[src/rtl/systolic_feeder.sv]
// Operand feeder for the NxN output-stationary PE array: buffers K beats, replays them diagonally skewed.
// Optional FEEDER_DBUF_EN adds a second operand bank so the next job loads while the current one streams.
module systolic_feeder #(
   parameter int DATA_WIDTH = 8,
   parameter int N          = 8,
   parameter int K          = 8
) (
   input  logic                  clk,
   input  logic                  rst,
   input  logic                  in_valid,
   output logic                  in_ready,
   input  logic [N*DATA_WIDTH-1:0] a_col_in,
   input  logic [N*DATA_WIDTH-1:0] b_row_in,
   output logic [N*DATA_WIDTH-1:0] a_out,
   output logic [N*DATA_WIDTH-1:0] b_out,
   output logic                  array_clr,
   output logic                  busy,
   output logic                  done
);

   localparam int W  = N * DATA_WIDTH;
   localparam int CW = $clog2(K + 1);
   localparam int TW = $clog2(K + 2 * N);
`ifdef FEEDER_DBUF_EN
   localparam int NB = 2;
`else
   localparam int NB = 1;
`endif
   localparam int AW = (NB * K > 1) ? $clog2(NB * K) : 1;

   typedef enum logic [2:0] {
      S_IDLE,
      S_LOAD,
      S_CLEAR,
      S_STREAM,
      S_DRAIN,
      S_DONE
   } state_t;

   state_t        state;
   state_t        ns;
   logic [CW-1:0] beat_cnt;
   logic [CW-1:0] cnt_n;
   logic [TW-1:0] tcnt;
   logic [TW-1:0] t_n;
   logic          wb;
   logic          rb;
   logic          swap;
   logic          acc;
   logic          rdy_d;
   logic [W-1:0]  a_nxt;
   logic [W-1:0]  b_nxt;
   logic [AW-1:0] waddr;

   logic [W-1:0] mem_a [NB*K];
   logic [W-1:0] mem_b [NB*K];

   function automatic logic in_win(input int k);
      return (k >= 0) && (k < K);
   endfunction

   assign acc   = in_valid & in_ready;
   assign waddr = AW'(int'(wb) * K + int'(beat_cnt));

   always_comb begin
      ns    = state;
      cnt_n = beat_cnt;
      t_n   = tcnt;
      swap  = 1'b0;
      if (acc) cnt_n = beat_cnt + CW'(1);
      unique case (state)
         S_IDLE: begin
            if (acc) ns = (K == 1) ? S_CLEAR : S_LOAD;
         end
         S_LOAD: begin
            if (acc && beat_cnt == CW'(K - 1)) ns = S_CLEAR;
         end
         S_CLEAR: begin
            ns  = S_STREAM;
            t_n = '0;
         end
         S_STREAM: begin
            if (tcnt == TW'(K + N - 2)) begin
               ns  = S_DRAIN;
               t_n = '0;
            end else begin
               t_n = tcnt + TW'(1);
            end
         end
         S_DRAIN: begin
            if (tcnt == TW'(N - 1)) begin
               ns  = S_DONE;
               t_n = '0;
            end else begin
               t_n = tcnt + TW'(1);
            end
         end
         S_DONE: begin
`ifdef FEEDER_DBUF_EN
            if (cnt_n == CW'(K))
               ns = S_CLEAR;
            else if (cnt_n != '0)
               ns = S_LOAD;
            else
               ns = S_IDLE;
`else
            ns = S_IDLE;
`endif
         end
         default: ns = S_IDLE;
      endcase
      // entering CLEAR hands the filled bank to the streamer
      if (ns == S_CLEAR) begin
         swap  = 1'b1;
         cnt_n = '0;
      end
      rdy_d = (ns == S_IDLE) || (ns == S_LOAD);
`ifdef FEEDER_DBUF_EN
      if (cnt_n < CW'(K)) rdy_d = 1'b1;
`endif
   end

   // lane i and lane j both read slot t-lane; the index window alone picks zero
   always_comb begin
      a_nxt = '0;
      b_nxt = '0;
      if (state == S_STREAM) begin
         for (int i = 0; i < N; i++) begin
            if (in_win(int'(tcnt) - i)) begin
               a_nxt[i*DATA_WIDTH +: DATA_WIDTH] =
                  mem_a[AW'(int'(rb) * K + int'(tcnt) - i)][i*DATA_WIDTH +: DATA_WIDTH];
               b_nxt[i*DATA_WIDTH +: DATA_WIDTH] =
                  mem_b[AW'(int'(rb) * K + int'(tcnt) - i)][i*DATA_WIDTH +: DATA_WIDTH];
            end
         end
      end
   end

   always_ff @(posedge clk) begin
      if (rst) begin
         state     <= S_IDLE;
         beat_cnt  <= '0;
         tcnt      <= '0;
         wb        <= 1'b0;
         rb        <= 1'b0;
         in_ready  <= 1'b0;
         a_out     <= '0;
         b_out     <= '0;
         array_clr <= 1'b1;
         busy      <= 1'b0;
         done      <= 1'b0;
      end else begin
         state    <= ns;
         beat_cnt <= cnt_n;
         tcnt     <= t_n;
         if (swap) begin
            rb <= wb;
`ifdef FEEDER_DBUF_EN
            wb <= ~wb;
`endif
         end
         in_ready  <= rdy_d;
         a_out     <= a_nxt;
         b_out     <= b_nxt;
         array_clr <= (ns == S_CLEAR);
         busy      <= (ns != S_IDLE);
         done      <= (ns == S_DONE);
      end
   end

   always_ff @(posedge clk) begin
      if (acc) begin
         mem_a[waddr] <= a_col_in;
         mem_b[waddr] <= b_row_in;
      end
   end

endmodule

[config.mk]
export PLATFORM = sky130hd
export DESIGN_NAME = systolic_feeder
export DESIGN_NICKNAME = d
export VERILOG_FILES = /design/src/rtl/systolic_feeder.sv
export SDC_FILE = /design/constraint.sdc
export NUM_CORES = 1
export LEC_CHECK = 0
export CAP_MARGIN = 20
export CORE_MARGIN = 2
export CORE_UTILIZATION = 66
export CTS_BUF_LIST = sky130_fd_sc_hd__clkbuf_2
export DETAILED_ROUTE_END_ITERATION = 10
export DONT_BUFFER_PORTS = 1
export PLACE_DENSITY = 0.93
export SLEW_MARGIN = 20
export SYNTH_ARGS = -nofsm -noshare
export SYNTH_HDL_FRONTEND = slang
export SYNTH_SLANG_ARGS = --single-unit
[constraint.sdc]
create_clock -name clk -period 20.6 [get_ports clk]
set_input_delay 3.09 -clock clk [delete_from_list [all_inputs] [get_ports clk]]
set_output_delay 3.09 -clock clk [all_outputs]
set_load 0.005 [all_outputs]
# Word level (Yosys, flattened, before mapping)

Memories as Yosys holds them, arrays and structs flattened. A register that Yosys moved wholly into a read port is not among the register bits.
Cells that the tools add are included.

Logic and storage cells: 87
Bits in registers: 16
Bits in writable memories: 1024
Output and inout port bits: 132
Memories: 2

Memory list:

| name  | depth | bits a word | rd ports | clocked after Yosys merged registers in | write ports | RTL line | RTL |
|---|---|---|---|---|---|---|---|
| mem_a | 8     | 64          | 8        | 8                                       | 1           | 55       | `logic [W-1:0] mem_a [NB*K];` |
| mem_b | 8     | 64          | 8        | 8                                       | 1           | 56       | `logic [W-1:0] mem_b [NB*K];` |

Bitwise operators: 10
Magnitude comparators: 16
Reductions and logical operators: 23
Eq/ne operators: 10
Add/sub/neg operators: 9
Multiplexer cells: 10

Operator list:

| kind                                                                | number |
|---|---|
| greater-or-equal comparator 32 x 1 -> 1 bit (second input constant) | 7 |
| less-than comparator 32 x 5 -> 1 bit (second input constant)        | 7 |
| OR reduction 3 bit                                                  | 8 |
| subtractor 5 x 3 -> 6 bit (second input constant)                   | 4 |
| case mux 3 bit (5 select lines)                                     | 1 |
| case mux 5 bit (3 select lines)                                     | 1 |
| two-way mux 3 bit                                                   | 4 |
| subtractor 5 x 2 -> 6 bit (second input constant)                   | 2 |
| two-way mux 5 bit                                                   | 2 |
| equality test 3 x 2 -> 1 bit (second input constant)                | 3 |
| logical AND 1 bit                                                   | 9 |
| NOT 1 bit                                                           | 9 |
| equality test 3 x 1 -> 1 bit (second input constant)                | 2 |
| equality test 3 bit (second input constant)                         | 2 |
| zero test 3 bit                                                     | 2 |
| nonzero test 3 bit                                                  | 2 |
| subtractor 5 x 1 -> 6 bit (second input constant)                   | 1 |
| adder 5 x 1 -> 5 bit (second input constant)                        | 1 |
| equality test 5 x 3 -> 1 bit (second input constant)                | 1 |
| equality test 5 x 4 -> 1 bit (second input constant)                | 1 |
| greater-or-equal comparator 5 x 1 -> 1 bit (second input constant)  | 1 |
| less-than comparator 5 x 4 -> 1 bit (second input constant)         | 1 |
| adder 4 x 1 -> 4 bit (second input constant)                        | 1 |
| equality test 4 x 3 -> 1 bit (second input constant)                | 1 |
| 4 further kinds                                                     | 5 |

# Logic depth before layout (Yosys ltp)

Word-level depth: 6
Mapped depth: 10
Depth with buffers taken out: 6

# Least setup slack after synthesis

No wires, ideal clock.

Path kind: input to register
Start: in in_valid
End: mem mem_a[0][0] (netlist bit) (enable)
Arrival: 15293 ps
Stages: 2
Setup slack: 4378 ps
Required time: 19671 ps
Buffers on the path: 0
Setup time: 929 ps
Cells stage by stage: nand2_1 -> nor4_1

Word-level cells in the longest chain between the ends: 3

RTL lines:

| what                                    | RTL line | RTL |
|---|---|---|
| start: declaration                      | 10       | `input logic in_valid,` |
| AND 1 bit                               | 62       | `assign acc = in_valid & in_ready;` |
| two-way mux 1 bit                       | 172      | `if (acc) begin` |
| two-way mux 1 bit (implied by the code) | 173      | `mem_a[waddr] <= a_col_in;` |
| end: declaration                        | 55       |  |

Every way passes these cells.

# Worst setup path after layout

Start: reg busy
End: out busy

RTL lines:

| what                     | RTL line | RTL |
|---|---|---|
| start: declaration       | 17       | `output logic busy,` |
| start signal: assignment | 166      | `busy <= (ns != S_IDLE);` |

No word-level cell between the ends.

==> impl_metrics.json <==
{
  "row_count": 93,
  "synthTopCellsByCount": "edfxtp_1, mux4_2, nand2_1",
  "avgSynthCellArea_um2": 21.3,
  "yosys_most_used_dff": "edfxtp_1",
  "ys_types": 51,
  "power.density_nw_per_um2": 88.2,
  "synth_cells": 2010,
  "start_kind": "flip-flop",
  "hp-class": "reg -> reg",
  "synthXorXnorAreaFrac_pct": 0.246,
  "synth_edf_count": 1024,
  "final_max_slew_viol_count": 0,
  "design.core.area_um2": 64200,
  "cp.depth": 0,
  "post_cts_buffers": 0,
  "leakage_nw": 14.9,
  "nNetsFinal": 2385,
  "skew_ps": 137,
  "die_h_um": 259,
  "criticalPathCategory": "reg -> out",
  "synth_top_family_by_area": "multiplexers",
  "antenna_found_initial": 2,
  "clk_latency_ps": 1460,
  "areaGrowthSynthToFinish_pct": 7.89,
  "cp_max_fo": 1,
  "vias": 20447,
  "arrival_ps": 1890,
  "yosysMostFrequentCell": "edfxtp_1",
  "fin_crit_ps": 4980,
  "clk_path_buf_depth": 4,
  "synth.top_cell.area_share_pct": 71.9,
  "cts_sinks": 1168,
  "reg2reg_depth": 6,
  "ant_nets": 0,
  "status": "completed",
  "p_total_mw": 4.07,
  "tightest_slew_ps": 1130,
  "max-slew-margin-rel_pct": 24.8,
  "clkTransAtPathRegs_ps": 120,
  "grt_usage_pct": 27.4,
  "fin_ws_ps": 15620,
  "port-buffer-count": 0,
  "hold_viol": 0,
  "rsz0062_at_grt": "no",
  "max_freq_ghz": 0.201,
  "synth_compound_area_share_pct": 1.92,
  "synth_area_leaders": "edfxtp_1, mux4_2, dfxtp_1, nand2_1, a21oi_1",
  "cts_tree": "yes",
  "synth_warnings": 0,
  "ctsResizeCount": 0,
  "wl_um": 88900,
  "min_path_cells": 2,
  "synth_seq_cells": 1168,
  "grt_pass1_vias": 22330,
  "yosys.area_share.adder_pct": 0.409,
  "setup_viol": 0,
  "synth-simple-area-share_pct": 2.99,
  "drtIter0Drc": 1899,
  "finalCritPeriodShare_pct": 24.2,
  "fp.dieArea_um2": 66900,
  "maxCapViolations": 0,
  "grt_pass1_wl_um": 133000,
  "die_w_um": 259,
  "htree_num_levels": 5,
  "floorplan.initialDensity_pct": 66.6,
  "postLayoutCoreUtil_pct": 71.9,
  "stdcell_count": 3313,
  "root_buffer": "clkbuf_2",
  "gp_congestion": 0.762,
  "crit_path_end_kind": "output port",
  "drive_gt1_share_pct": 32.6,
  "io-pin-count": 263,
  "drc": 0,
  "grt_start_max_net_pins": 112,
  "hpwlAfterDp_um": 51200,
  "dp.cells": 2802,
  "overflow": 0,
  "post-place-ws_ps": 14760,
  "syn_area_um2": 42800,
  "wl_per_cell_um": 26.8,
  "synth-seq-area-share_pct": 78.6,
  "synthMuxAreaShare_pct": 14.2,
  "hold_buffers": 0,
  "syn_nets": 2155,
  "cts_buffers": 291,
  "first_pass_iters": 5,
  "finalSetupTns_ps": 0,
  "cp.required_ps": 17510,
  "viasPerCell": 6.17,
  "async_reset_ff_share_pct": 0,
  "yosysTopAreaCell": "edfxtp_1",
  "ir_worst_vdd_v": 0.0000599
}
## layout by cell type (no fill, tap or decap), types with 4 or more instances in the layout
cell      count
nand3_1       4
buf_4        25
inv_1         5
a21boi_0      4
a21oi_2      21
mux2i_1      32
inv_2         7
xnor2_1       6
clkbuf_2    443
ha_1         12
nor2_1       43
a21oi_1      88
edfxtp_1   1024
clkinv_2      5
buf_6         5
nor3_1        5
nand2_1     205
dfxtp_1     141
nor3_2        4
mux4_2      256
clkinv_1     51
diode_2       4
nand2b_1      8
## final cells by class
cell class | instances | area, µm²
flip-flops and latches | 1168 | 33600
fillers | 3659 | 18100
multi-input cells | 740 | 8590
clock buffers | 443 | 2220
well taps | 855 | 1070
repair buffers | 34 | 339
clock inverters | 64 | 273
inverters | 5 | 18.8
diodes | 4 | 10.0
## worst paths after layout
kind	slack [ps]	end	startpoint
worst max-delay path	15620	busy	busy$_SDFF_PP0_
worst max register to register	16430	a_out[45]$_SDFF_PP0_	tcnt[0]$_SDFFE_PP0P_
worst min-delay path	580	beat_cnt[3]$_SDFFE_PP0P_	beat_cnt[3]$_SDFFE_PP0P_
worst min register to register	580	beat_cnt[3]$_SDFFE_PP0P_	beat_cnt[3]$_SDFFE_PP0P_
## layer usage
| layer | wire [µm] | vias to the layer above | track usage, % |
|---|---|---|---|
| met2 | 47400 | 1124 | 46.3 |
| met3 | 8080 | 192 | 7.65 |
| met5 | 0 | - | 0 |
| met1 | 30800 | 10392 | 33.2 |
| met4 | 2630 | 0 | 12.4 |
| li1 | - | 8739 | - |
## power breakdown
part / internal [mW] / switching [mW]
logic: 0.00791 / 0.0181
clock network: 0.579 / 0.864
registers: 2.59 / 0.00748
total: 3.18 / 0.890
## through the flow
step	cell area (µm²)	hold WS [ps]
4_1_cts	46100	580
3_5_place_dp	43600	562
3_3_place_gp	43600	507
2_1_floorplan	42800	486
6_report	46200	578
5_1_grt	46200	600
## flip-flops by register name, indices dropped and copies added, names as in the netlist
name and cells:
mem_a 512, mem_b 512, a_out 64, b_out 64, tcnt 5, beat_cnt 4, state 3, array_clr 1
busy 1, done 1, in_ready 1
## cells by family (layout without fill, tap and decap cells)
kind of cell               Yosys count  count (layout)
AOI/OAI and AO/OA                  130             130
xor gates and xnor gates            12              12
adders and majority gates           14              14
buffers and inverters              102             546
DFF                               1168            1168
muxes                              288             288
other                                0               4
and+or+nand+nor                    296             296
Power figures use the tool's default switching activity.
